File: src/rtl/mem_bridge.sv
// Memory-stage bridge: splits M-stage loads/stores between zero-wait data memory
// and NDEV handshaked devices, and raises AdEL/AdES codes for CP0.
module mem_bridge #(
  parameter int          NDEV       = 2,
  parameter logic [31:0] DEV_BASE   = 32'h7f00,
  parameter logic [31:0] DEV_STRIDE = 32'h10,
  parameter int          DEV_WORDS  = 3,
  parameter logic [31:0] DM_TOP     = 32'h2fff,
  parameter int          TIMEOUT    = 15
) (
  input  logic                 clk,
  input  logic                 reset,
  input  logic                 req,
  input  logic                 we,
  input  logic [1:0]           size,
  input  logic [31:0]          addr,
  input  logic [31:0]          wdata,
  input  logic                 kill,
  input  logic [31:0]          dm_rdata,
  input  logic [NDEV-1:0]      dev_ack,
  input  logic [32*NDEV-1:0]   dev_rdata,
  output logic                 dm_we,
  output logic                 dev_req,
  output logic [NDEV-1:0]      dev_sel,
  output logic                 dev_we,
  output logic [29:0]          dev_addr,
  output logic [31:0]          dev_wdata,
  output logic [31:0]          rdata,
  output logic                 stall,
  output logic [4:0]           exc_code
);

  localparam int CW = $clog2(TIMEOUT + 1);

  typedef enum logic [1:0] {IDLE, WAIT, DONE} state_t;

  state_t          state_reg;
  logic            dev_req_reg;
  logic [NDEV-1:0] dev_sel_reg;
  logic            dev_we_reg;
  logic [29:0]     dev_addr_reg;
  logic [31:0]     dev_wdata_reg;
  logic [31:0]     rbuf_reg;
  logic            err_reg;
  logic [CW-1:0]   wait_cnt_reg;

  logic            active;
  logic            dm_hit;
  logic            any_dev;
  logic            ro_hit;
  logic            misalign;
  logic            narrow_dev;
  logic            no_hit;
  logic            exc;
  logic            dev_start;
  logic            ack_hit;
  logic [NDEV-1:0] dev_hit;
  logic [NDEV-1:0] ro_hit_vec;
  logic [31:0]     sel_word [NDEV];
  logic [31:0]     ack_rdata;

  // Per-device window decode and one-hot read-data gating.
  genvar gi;
  generate
    for (gi = 0; gi < NDEV; gi++) begin : g_dev
      localparam logic [31:0] WIN_LO = DEV_BASE + DEV_STRIDE * 32'(gi);
      localparam logic [31:0] WIN_HI = WIN_LO + 32'(4 * DEV_WORDS) - 32'd1;
      localparam logic [31:0] RO_LO  = WIN_LO + 32'(4 * (DEV_WORDS - 1));

      assign dev_hit[gi]    = (addr >= WIN_LO) && (addr <= WIN_HI);
      assign ro_hit_vec[gi] = (addr >= RO_LO)  && (addr <= WIN_HI);
      assign sel_word[gi]   = dev_sel_reg[gi] ? dev_rdata[32*gi +: 32] : 32'd0;
    end
  endgenerate

  always_comb begin
    ack_rdata = 32'd0;
    for (int i = 0; i < NDEV; i++) begin
      ack_rdata = ack_rdata | sel_word[i];
    end
  end

  assign active     = req & (size != 2'd0);
  assign dm_hit     = (addr <= DM_TOP);
  assign any_dev    = |dev_hit;
  assign ro_hit     = |ro_hit_vec;
  assign misalign   = ((size == 2'd1) && (addr[1:0] != 2'b00)) ||
                      ((size == 2'd2) && addr[0]);
  assign narrow_dev = any_dev && ((size == 2'd2) || (size == 2'd3));
  assign no_hit     = ~dm_hit & ~any_dev;

  // Address exceptions are only decoded for a fresh access; a device access in
  // flight reports its outcome through err_reg in DONE instead.
  assign exc = active & (state_reg == IDLE) &
               (misalign | narrow_dev | no_hit | (we & ro_hit));

  // Reset gating keeps stall low while reset is held with a device address on the bus.
  assign dev_start = active & any_dev & ~exc & (state_reg == IDLE) & ~reset;
  assign ack_hit   = |(dev_ack & dev_sel_reg);

  assign dm_we = req & we & dm_hit & ~exc & ~kill;
  assign stall = (dev_start | (state_reg == WAIT)) & ~kill;
  assign rdata = (state_reg == DONE) ? rbuf_reg : dm_rdata;

  always_comb begin
    exc_code = 5'd0;
    if (exc) begin
      exc_code = we ? 5'd5 : 5'd4;
    end else if ((state_reg == DONE) && err_reg) begin
      exc_code = dev_we_reg ? 5'd5 : 5'd4;
    end
  end

  assign dev_req   = dev_req_reg;
  assign dev_sel   = dev_sel_reg;
  assign dev_we    = dev_we_reg;
  assign dev_addr  = dev_addr_reg;
  assign dev_wdata = dev_wdata_reg;

  always_ff @(posedge clk or posedge reset) begin
    if (reset) begin
      state_reg     <= IDLE;
      dev_req_reg   <= 1'b0;
      dev_sel_reg   <= '0;
      dev_we_reg    <= 1'b0;
      dev_addr_reg  <= 30'd0;
      dev_wdata_reg <= 32'd0;
      rbuf_reg      <= 32'd0;
      err_reg       <= 1'b0;
      wait_cnt_reg  <= '0;
    end else begin
      case (state_reg)
        IDLE: begin
          if (dev_start && !kill) begin
            state_reg     <= WAIT;
            dev_req_reg   <= 1'b1;
            dev_sel_reg   <= dev_hit;
            dev_we_reg    <= we;
            dev_addr_reg  <= addr[31:2];
            dev_wdata_reg <= wdata;
            wait_cnt_reg  <= '0;
          end
        end
        WAIT: begin
          // Kill beats ack, and ack beats a timeout landing on the same cycle.
          if (kill) begin
            state_reg   <= IDLE;
            dev_req_reg <= 1'b0;
            dev_sel_reg <= '0;
          end else if (ack_hit) begin
            state_reg   <= DONE;
            rbuf_reg    <= ack_rdata;
            err_reg     <= 1'b0;
            dev_req_reg <= 1'b0;
            dev_sel_reg <= '0;
          end else begin
            if (wait_cnt_reg != CW'(TIMEOUT)) begin
              wait_cnt_reg <= wait_cnt_reg + CW'(1);
            end
            if (wait_cnt_reg == CW'(TIMEOUT - 1)) begin
              state_reg   <= DONE;
              err_reg     <= 1'b1;
              dev_req_reg <= 1'b0;
              dev_sel_reg <= '0;
            end
          end
        end
        DONE: begin
          state_reg <= IDLE;
        end
        default: begin
          state_reg   <= IDLE;
          dev_req_reg <= 1'b0;
          dev_sel_reg <= '0;
        end
      endcase
    end
  end

endmodule

File: config.mk
export PLATFORM = sky130hd
export DESIGN_NAME = mem_bridge
export DESIGN_NICKNAME = d
export VERILOG_FILES = /design/src/rtl/mem_bridge.sv
export SDC_FILE = /design/constraint.sdc
export NUM_CORES = 1
export LEC_CHECK = 0
export BUFFER_PORTS_ARGS = -buffer_cell sky130_fd_sc_hd__buf_2
export CORE_MARGIN = 10
export CORE_UTILIZATION = 31
export DETAILED_ROUTE_END_ITERATION = 16
export GPL_ROUTABILITY_DRIVEN = 0
export SLEW_MARGIN = 20
export SYNTH_ARGS = -nofsm -noshare
export SYNTH_HDL_FRONTEND = slang
export SYNTH_SLANG_ARGS = --single-unit
File: constraint.sdc
create_clock -name clk -period 7.1 [get_ports clk]
set_input_delay 0.355 -clock clk [delete_from_list [all_inputs] [get_ports clk]]
set_output_delay 0.355 -clock clk [all_outputs]
set_load 0.05 [all_outputs]
==> flow_summary.yaml, run 1 <==
die:
  row_count: 45
  io_pins: 274
  die_y_um: 145.0
  dieArea_mm2: 0.02104
  initial_core_util_pct: 31.77
  core_mm2: 0.01526
  die-width_um: 145.0
worst_setup_path:
  arrival_ns: 2.41
  endpoint: "exc_code[0]"
  critPathMaxFanout: 8
  r2r_cells: 6
  critPathLaunchType: "primary input"
  critPathKind: "in -> out"
  required_ns: 6.74
  cp-end-kind: "output port"
  r2r_slack_ns: 4.60
  worstReg2RegEnd: "dev_wdata[12]"
  crit-reg2reg-launch: "state_reg[0]"
  crit_path_start: "addr[5]"
clocking:
  cts_tree: "built"
  clock_latency_ns: 0.35
  clockRootBuffer: "clkbuf_16"
  cts.sinks: 105
  clk_pin_slew_ns: 0.07
  cts_hold_buf: 0
  cts_resized: 0
  postCtsSetupRepairBufs: 0
  cts_buffer_depth: 2
  htreeDepth: 3
  cts_buffers: 9
synthesis:
  synth_ff_type: "dfrtp_1"
  synth_cell_types: 51
  async_flop_share_pct: 100.0
  synthCells: 417
  ys_seq_area_share_pct: 54.21
  ys_seq_elements: 105
  syn_area_mm2: 0.004847
  syn_avg_cell_area_um2: 11.62
  yosysWarnings: 0
  synth_edf_count: 0
pwr:
  comb_power_share_pct: 11.0
  clockPowerShare_pct: 43.0
  power_density_mw_per_mm2: 193.9
  pwr-share-seq_pct: 46.0
  p_leak_uw: 0.003628
  switching_power_uw: 301.1
  p_int_uw: 998.7
  irDropWorstVdd_uv: 92.99
  netSwitchingFraction_pct: 23.17
timing:
  rsz0062_at_grt: "false"
  maxSlewHeadroom_pct: 37.31
  fmax_ghz: 0.3618
  drv_slew: 0
  fin_crit_sh_pct: 38.93
  finalSetupViolCount: 0
  finClkSkew_ns: 0.005302
  finalSetupTns_ns: 0
  tightest_slew_ns: 0.9383
  period_needed_ns: 2.764
  final-hold-violation-count: 0
cells_and_area:
  multi_input_area_mm2: 0.002068
  n_fill_cell: 1475
  design_area_mm2: 0.006704
  num_antenna_cells: 0
  layout.nets: 845
  regArea_mm2: 0.002630
  area_delta_synth_final_pct: 38.31
  drive_above_1_share_pct: 53.69
drt:
  drt-total-wl_mm: 15.17
  drt-pass1-iter-count: 4
  drc: 0
  drt_iter0_markers: 238
  drtAntennaViolNets: 0
  avgRoutedWirePerCell_um: 17.07
  vias_per_cell: 4.744
  num_vias: 4217
global_route:
  grt_max_degree: 69
  overflow: 0
  grt_pass1_vias: 4645
  grt_pass1_wl_mm: 24.58
  grt_antenna_before_repair: 0
  track_usage_pct: 14.11
status:
  status: "finished, final reports clean"
placement:
  dpl_cell_area_mm2: 0.006344
  detailed_place_hpwl_mm: 12.13
  port_buffers: 270
hold_path:
  hold_class: "in -> async"
run:
  maxCapViolations: 0
cells in the final DEF (no fill, tap or decap), types with 3 or more instances in the layout:
cell / Yosys / routed
a21oi_1: 37 / 37
clkbuf_16: 0 / 9
a22oi_1: 33 / 33
nand2_1: 9 / 9
bufinv_16: 0 / 3
dfrtp_1: 105 / 103
or2_2: 5 / 5
nand3_1: 4 / 4
nor2b_1: 23 / 22
nand4_1: 3 / 3
buf_2: 1 / 270
nor2_1: 43 / 42
mux2_1: 8 / 8
inv_1: 4 / 3
conb_1: 1 / 3
a21o_1: 3 / 3
nor4_1: 6 / 6
o21ai_0: 4 / 4
mux2_2: 60 / 60
nor3_1: 5 / 5
per-layer routing:
metal | global-route usage (%) | part of all wire (%)
met1 | 15.57 | 40
met2 | 24.68 | 50
met3 | 4.874 | 8.1
met4 | 4.801 | 1.6
met5 | 0 | 0
critical path, stage by stage:
cell	delay (ns)
buf_2	0.10
or3_4	0.41
a2111oi_4	0.35
a21oi_2	0.09
o31ai_4	0.43
o21a_1	0.24
a32o_1	0.14
buf_2	0.28
cells in the mapped netlist, types with 3 or more instances:
library cell  instances  area [µm²]
dfrtp_1             105        2628
mux2_2               60       675.7
nor2_1               43       161.4
a21oi_1              37       185.2
a22oi_1              33       247.7
nor2b_1              23       143.9
clkbuf_1             17       63.81
nand2_1               9       33.78
mux2_1                8       90.09
nor4_1                6       37.54
buf_6                 5       56.30
nor3_1                5       25.02
or2_2                 5       31.28
inv_1                 4       15.01
nand3_1               4       20.02
o21ai_0               4       20.02
a21o_1                3       22.52
buf_1                 3       11.26
buf_4                 3       22.52
nand4_1               3       18.77
worst min path at each step:
stage	start	end	slack [ns]	depth (start not counted)
final	reset	dev_wdata[26]	0.07	2
after floorplan	err_reg	err_reg	0.49	2
after CTS	reset	dev_wdata[26]	0.08	2
after global placement	dev_addr[12]	dev_addr[12]	0.44	1
after global routing	reset	dev_wdata[26]	0.10	2
after detailed placement	dev_addr[12]	dev_addr[12]	0.45	1
per-stage QoR:
stage	total power (µW)	setup slack (ns)	cells	hold WS [ns]	util, %
floorplan	686.5	3.664	419	0.4873	-
global placement	751.7	4.292	873	0.4440	41.57
detailed placement	753.6	4.180	873	0.4468	41.57
CTS	1323	4.242	888	0.08062	43.79
global route	1358	4.228	889	0.1025	43.94
finish	1300	4.336	889	0.06890	43.94
power by group through the flow:
stage               sequential [µW]  clock, µW  combinational (µW)
floorplan                       609          0                77.0
global placement                609          0                 142
detailed placement              609          0                 144
CTS                             598        581                 145
global route                    597        607                 154
finish                          598        559                 143
logic make-up after synthesis:
group	Yosys count	share of synthesized area (%)
AND/OR/NAND/NOR	114	12.44
flip-flops	105	54.21
AO/OA/AOI/OAI	92	13.01
multiplexers	68	15.80
buffers and inverters	33	3.588
adder cells (fa/ha/maj)	2	0.5162
XOR/XNOR	2	0.3614
other	1	0.07737
area by class of cell:
class | count | area share (%)
timing repair buffer | 273 | 20.68
clock buffer | 9 | 3.359
tap | 211 | 3.938
clock inverter | 6 | 1.680
sequential | 105 | 39.23
multi-input combinational | 281 | 30.85
inverter | 4 | 0.2613
No activity file was read; power rests on OpenSTA's default activity.
==> run 2, diff against run 1 <==
Clock period 7.1 ns to 2.25 ns, I/O delays scaled along.
==> run 2 against run 1 <==
Critical endpoint unchanged. Critical path depth grew 1. Via count is 3.3% higher. Die area unchanged. Register-to-register slack worse by 4.4 ns. Hold slack got worse by 0.058 ns. Sequential power grew to 3.2 times the previous value. Non-clock buffer count increased by 42. Core utilization rose by 2.7 points. Clock power grew to 2.6 times the previous value. Clock-buffer cell count rose by 1. Global-route usage is 0.33 points higher.
==> flow_summary.yaml, run 2 (synthesis gave the netlist of run 1 again) <==
clocking:
  cts_buffers: 9
  clock_latency_ns: 0.35
  cts_tree: "built"
  clockRootBuffer: "clkbuf_16"
  cts.sinks: 105
  htreeDepth: 3
  clk_pin_slew_ns: 0.07
  postCtsSetupRepairBufs: 0
  cts_buffer_depth: 2
worst_setup_path:
  r2r_slack_ns: 0.16
  arrival_ns: 2.04
  r2r_cells: 6
  critPathMaxFanout: 5
  worstReg2RegEnd: "dev_wdata[8]"
  crit-reg2reg-launch: "state_reg[1]"
  critPathKind: "in -> out"
  required_ns: 2.14
  critPathLaunchType: "primary input"
  cp-end-kind: "output port"
timing:
  tightest_slew_ns: 0.5933
  final-hold-violation-count: 0
  period_needed_ns: 2.155
  finClkSkew_ns: 0.005744
  fin_crit_sh_pct: 95.78
  rsz0062_at_grt: "false"
  fmax_ghz: 0.4640
  finalSetupViolCount: 0
  setup_ws_ns: 0.09501
  drv_slew: 0
  maxSlewHeadroom_pct: 60.45
die:
  core_mm2: 0.01526
  row_count: 45
  dieArea_mm2: 0.02104
  die_y_um: 145.0
  die-width_um: 145.0
  io_pins: 274
  initial_core_util_pct: 31.77
cells_and_area:
  layout.nets: 887
  design_area_mm2: 0.007111
  num_antenna_cells: 0
  area_delta_synth_final_pct: 46.70
  layout_commonest_cell: "buf_2"
  drive_above_1_share_pct: 52.43
  stdcell_count: 932
  layout_common_cells: "268 x buf_2, 105 x dfrtp_1, 60 x mux2_2"
global_route:
  overflow: 0
  grt_util_met1_pct: 16.79
  grt_pass1_wl_mm: 25.16
  met2_usage_pct: 23.86
  grt_busiest_layer: "met2"
  track_usage_pct: 14.44
  grt_pass1_vias: 4721
  grt_max_degree: 106
  grtUsageMet3_pct: 6.178
  grt_antenna_before_repair: 0
run:
  maxCapViolations: 0
placement:
  numPlacedInstances: 885
  port_buffers: 270
  place_ws_ns: 0.0004958
  detailed_place_hpwl_mm: 12.02
  dpl_cell_area_mm2: 0.006491
drt:
  drt-total-wl_mm: 15.64
  drt_iter0_markers: 143
  num_vias: 4358
  drc: 0
  avgRoutedWirePerCell_um: 16.78
  drtAntennaViolNets: 0
  drt-pass1-iter-count: 5
  vias_per_cell: 4.676
pwr:
  power_uw: 3859
  power_density_mw_per_mm2: 542.7
  irDropWorstVdd_uv: 345.4
  p_leak_uw: 0.003782
status:
  status: "finished, final reports clean"
hold_path:
  hold_class: "in -> reg"
  hp-start: "wdata[20]"
  min_to: "dev_wdata[20]"
  hold_depth: 2
-- run 2: cell types whose count changed in the layout (fill, tap and decap cells not counted), sizes merged --
cell,previous run,this run
dlygate4sd3,0,31
buf,273,284
clkinvlp,0,5
bufinv,3,0
clkbuf,9,10
clkinv,1,0
inv,6,5
-- run 2: worst max-delay path by stage --
stage	startpoint	end	slack, ns	cells past startpoint
floorplan	addr[5]	dm_we	-0.12	6
global placement	addr[5]	exc_code[0]	0.03	9
detailed placement	addr[5]	exc_code[0]	0.0005	9
CTS	addr[5]	dm_we	0.02	9
global route	state_reg[1]	stall	0.01	5
finish	addr[5]	exc_code[0]	0.1	9
-- run 2: repair_timing --
item | in CTS | in global routing
endpoints found under the hold margin | 135 | 0
setup endpoints to repair | 1 | 3
gates resized for setup | 1 | 6
pin swaps | 0 | 1
hold buffers | 31 | 0
-- run 2: cell type report --
class,instances,area [µm²]
clock buffers,10,229.0
clock inverters,6,52.55
fillers,1405,8148
inverters,4,18.77
multi-input cells,281,2097
flip-flops and latches,105,2628
well taps,211,264.0
repair buffers,315,1822
-- run 2: metrics by stage --
stage                     hold slack, ns  util, %  setup TNS (ns)
after floorplan                   0.2472        -         -0.1158
after global placement            0.3295    42.54               0
after detailed placement          0.3381    42.54               0
after CTS                      0.0004778    46.44               0
after global routing            0.005625    46.60               0
final                            0.01082    46.60               0
-- run 2: critical path, cell delays in order --
cell and delay, ns:
buf_2 0.10, or3_4 0.41, a2111oi_4 0.36, a21oi_2 0.09, o31ai_4 0.27, buf_4 0.19
o21a_1 0.16, a32o_1 0.13, buf_4 0.19
-- run 2: layer usage --
layer	vias to the layer above	wire length [µm]
met5	-	0
li1	2083	-
met1	2051	6481
met4	0	212
met2	204	7529
met3	20	1412
-- run 2: report_power, final --
group          internal, µW  switching (µW)  total, µW
clock network           766             706       1470
registers              1890       0.0000113       1890
logic                   220             281        501
==> run 3, diff against run 2 <==
Settings changed: CORE_UTILIZATION 31 to 40, PLACE_DENSITY set to 0.83.
==> run 3 against run 2 <==
Core utilization grew 12 points. Clock skew barely moved. First-iteration DRC count increased by 34%. Non-clock buffer count shrank 5. Cell count down 7.4%. Clock power barely moved. Sequential power hardly changed. Critical path depth decreased by 2. Design area decreased by 2.3%. Hold slack improved by 0.0043 ns. Critical path type unchanged. Largest power group unchanged.
==> flow_summary.yaml, run 3 (synthesis gave the netlist of run 1 again) <==
worst_setup_path:
  critPathLaunchType: "primary input"
  path_cells: "dlygate4sd3_1, buf_2, a211oi_1, nand4_1, a211o_1, o21ai_1, clkbuf_4"
  critPathBufInv: 3
  arrival_ns: 2.01
  critPathKind: "in -> out"
  required_ns: 2.14
  critPathSlowestCell: "dlygate4sd3_1"
  slowest_delay_ns: 0.53
  critPathMaxFanout: 5
  cp_top_family: "buffers and inverters"
  cp-end-kind: "output port"
drt:
  drtAntennaViolNets: 0
  num_vias: 4382
  drt-total-wl_mm: 15.10
  vias_per_cell: 5.078
  drt_iter0_markers: 191
  drt-pass1-iter-count: 4
  avgRoutedWirePerCell_um: 17.50
  drc: 0
timing:
  final-hold-violation-count: 0
  fin_crit_sh_pct: 94.50
  tightest_slew_ns: 0.5625
  fmax_ghz: 0.4703
  maxSlewHeadroom_pct: 62.50
  setup_ws_ns: 0.1237
  period_needed_ns: 2.126
  rsz0062_at_grt: "false"
  drv_slew: 0
  finalSetupTns_ns: 0
  finClkSkew_ns: 0.006064
  finalSetupViolCount: 0
clocking:
  cts.sinks: 105
  cts_buffer_depth: 2
  cts_tree: "built"
  clockRootBuffer: "clkbuf_16"
  clock_latency_ns: 0.34
  htreeDepth: 3
  cts_buffers: 9
  postCtsSetupRepairBufs: 0
  clk_pin_slew_ns: 0.07
cells_and_area:
  n_fill_cell: 971
  multi_input_area_mm2: 0.002074
  drive_above_1_share_pct: 52.09
  layout_commonest_cell: "buf_2"
  num_antenna_cells: 0
  layout.nets: 882
  regArea_mm2: 0.002628
  layout_common_cells: "269 x buf_2, 105 x dfrtp_1, 60 x mux2_2"
  area_delta_synth_final_pct: 43.39
die:
  dieArea_mm2: 0.01692
  row_count: 40
  initial_core_util_pct: 40.52
  core_mm2: 0.01196
  io_pins: 274
  die_y_um: 130.1
  die-width_um: 130.1
placement:
  place_ws_ns: 0.05792
  detailed_place_hpwl_mm: 11.53
  port_buffers: 270
global_route:
  overflow: 0
  grt_max_degree: 106
  grt_pass1_wl_mm: 23.26
  grt_antenna_before_repair: 0
  grt_pass1_vias: 4606
  track_usage_pct: 17.20
pwr:
  p_leak_uw: 0.003768
  power_density_mw_per_mm2: 550.2
  irDropWorstVdd_uv: 380.6
run:
  maxCapViolations: 0
status:
  status: "finished, final reports clean"
hold_path:
  hold_class: "in -> reg"
[run 3: changes by cell type in the layout (fill, tap and decap cells not counted), sizes merged]
cell,previous run,this run
clkinv,0,4
dlygate4sd3,31,27
clkinvlp,5,2
buf,284,282
clkbuf,10,12
inv,5,3
[run 3: routing by layer]
layer	part of all wire (%)	vias up	global-route usage, %
li1	-	2080	-
met2	50	201	30.01
met1	36	2082	18.34
met3	13	19	6.815
met5	0	-	0
met4	1.9	0	6.481
[run 3: report_power, final]
part	leakage [µW]	internal [µW]	total, µW	switching (µW)
sequential	0.00146	1890	1890	0.0000109
clock	0.000135	778	1450	672
combinational	0.00217	213	488	275
[run 3: path summary, 6_finish.rpt]
kind                               from  slack (ns)             to  cells after the start
hold reg to reg             dev_addr[8]        0.47    dev_addr[8]                      1
setup / recovery                  reset        0.12          stall                      7
hold / removal                wdata[20]        0.02  dev_wdata[20]                      2
min in group asynchronous         reset        0.47    rbuf_reg[3]                      4
max in group asynchronous         reset        1.33   dev_addr[10]                      4
setup reg to reg           state_reg[1]        0.19  dev_wdata[30]                      6
[run 3: area by class of cell]
type,count,area share [%]
Clock inverter,5,0.4500
Multi-Input combinational cell,281,29.85
Inverter,4,0.2700
Tap cell,147,2.646
Timing Repair Buffer,310,25.49
Clock buffer,11,3.492
Sequential cell,105,37.80
[run 3: stage by stage]
| step | std cells | hold slack, ns | total power [µW] | cell area (µm²) | util, % |
|---|---|---|---|---|---|
| global route | 863 | 0.009490 | 3983 | 6950 | 58.11 |
| finish | 863 | 0.01515 | 3824 | 6950 | 58.11 |
| detailed placement | 820 | 0.3328 | 2376 | 6404 | 53.54 |
| global placement | 820 | 0.3222 | 2370 | 6404 | 53.54 |
| floorplan | 419 | 0.2472 | 2167 | 4865 | - |
| CTS | 863 | 0.0003111 | 3879 | 6948 | 58.09 |
[run 3: worst reg2reg max path, stage by stage, from the launching register on]
cell and delay, ns:
dfrtp_1 0.41, nor3_1 0.23, nand4_1 0.15, a211o_1 0.39, nor2_4 0.16, buf_4 0.24
mux2_2 0.36
[run 3: timing repair]
item	in CTS	in global routing
setup endpoints to repair	0	1
resized for setup	0	1
hold buffers	27	0
hold endpoints to repair	131	0
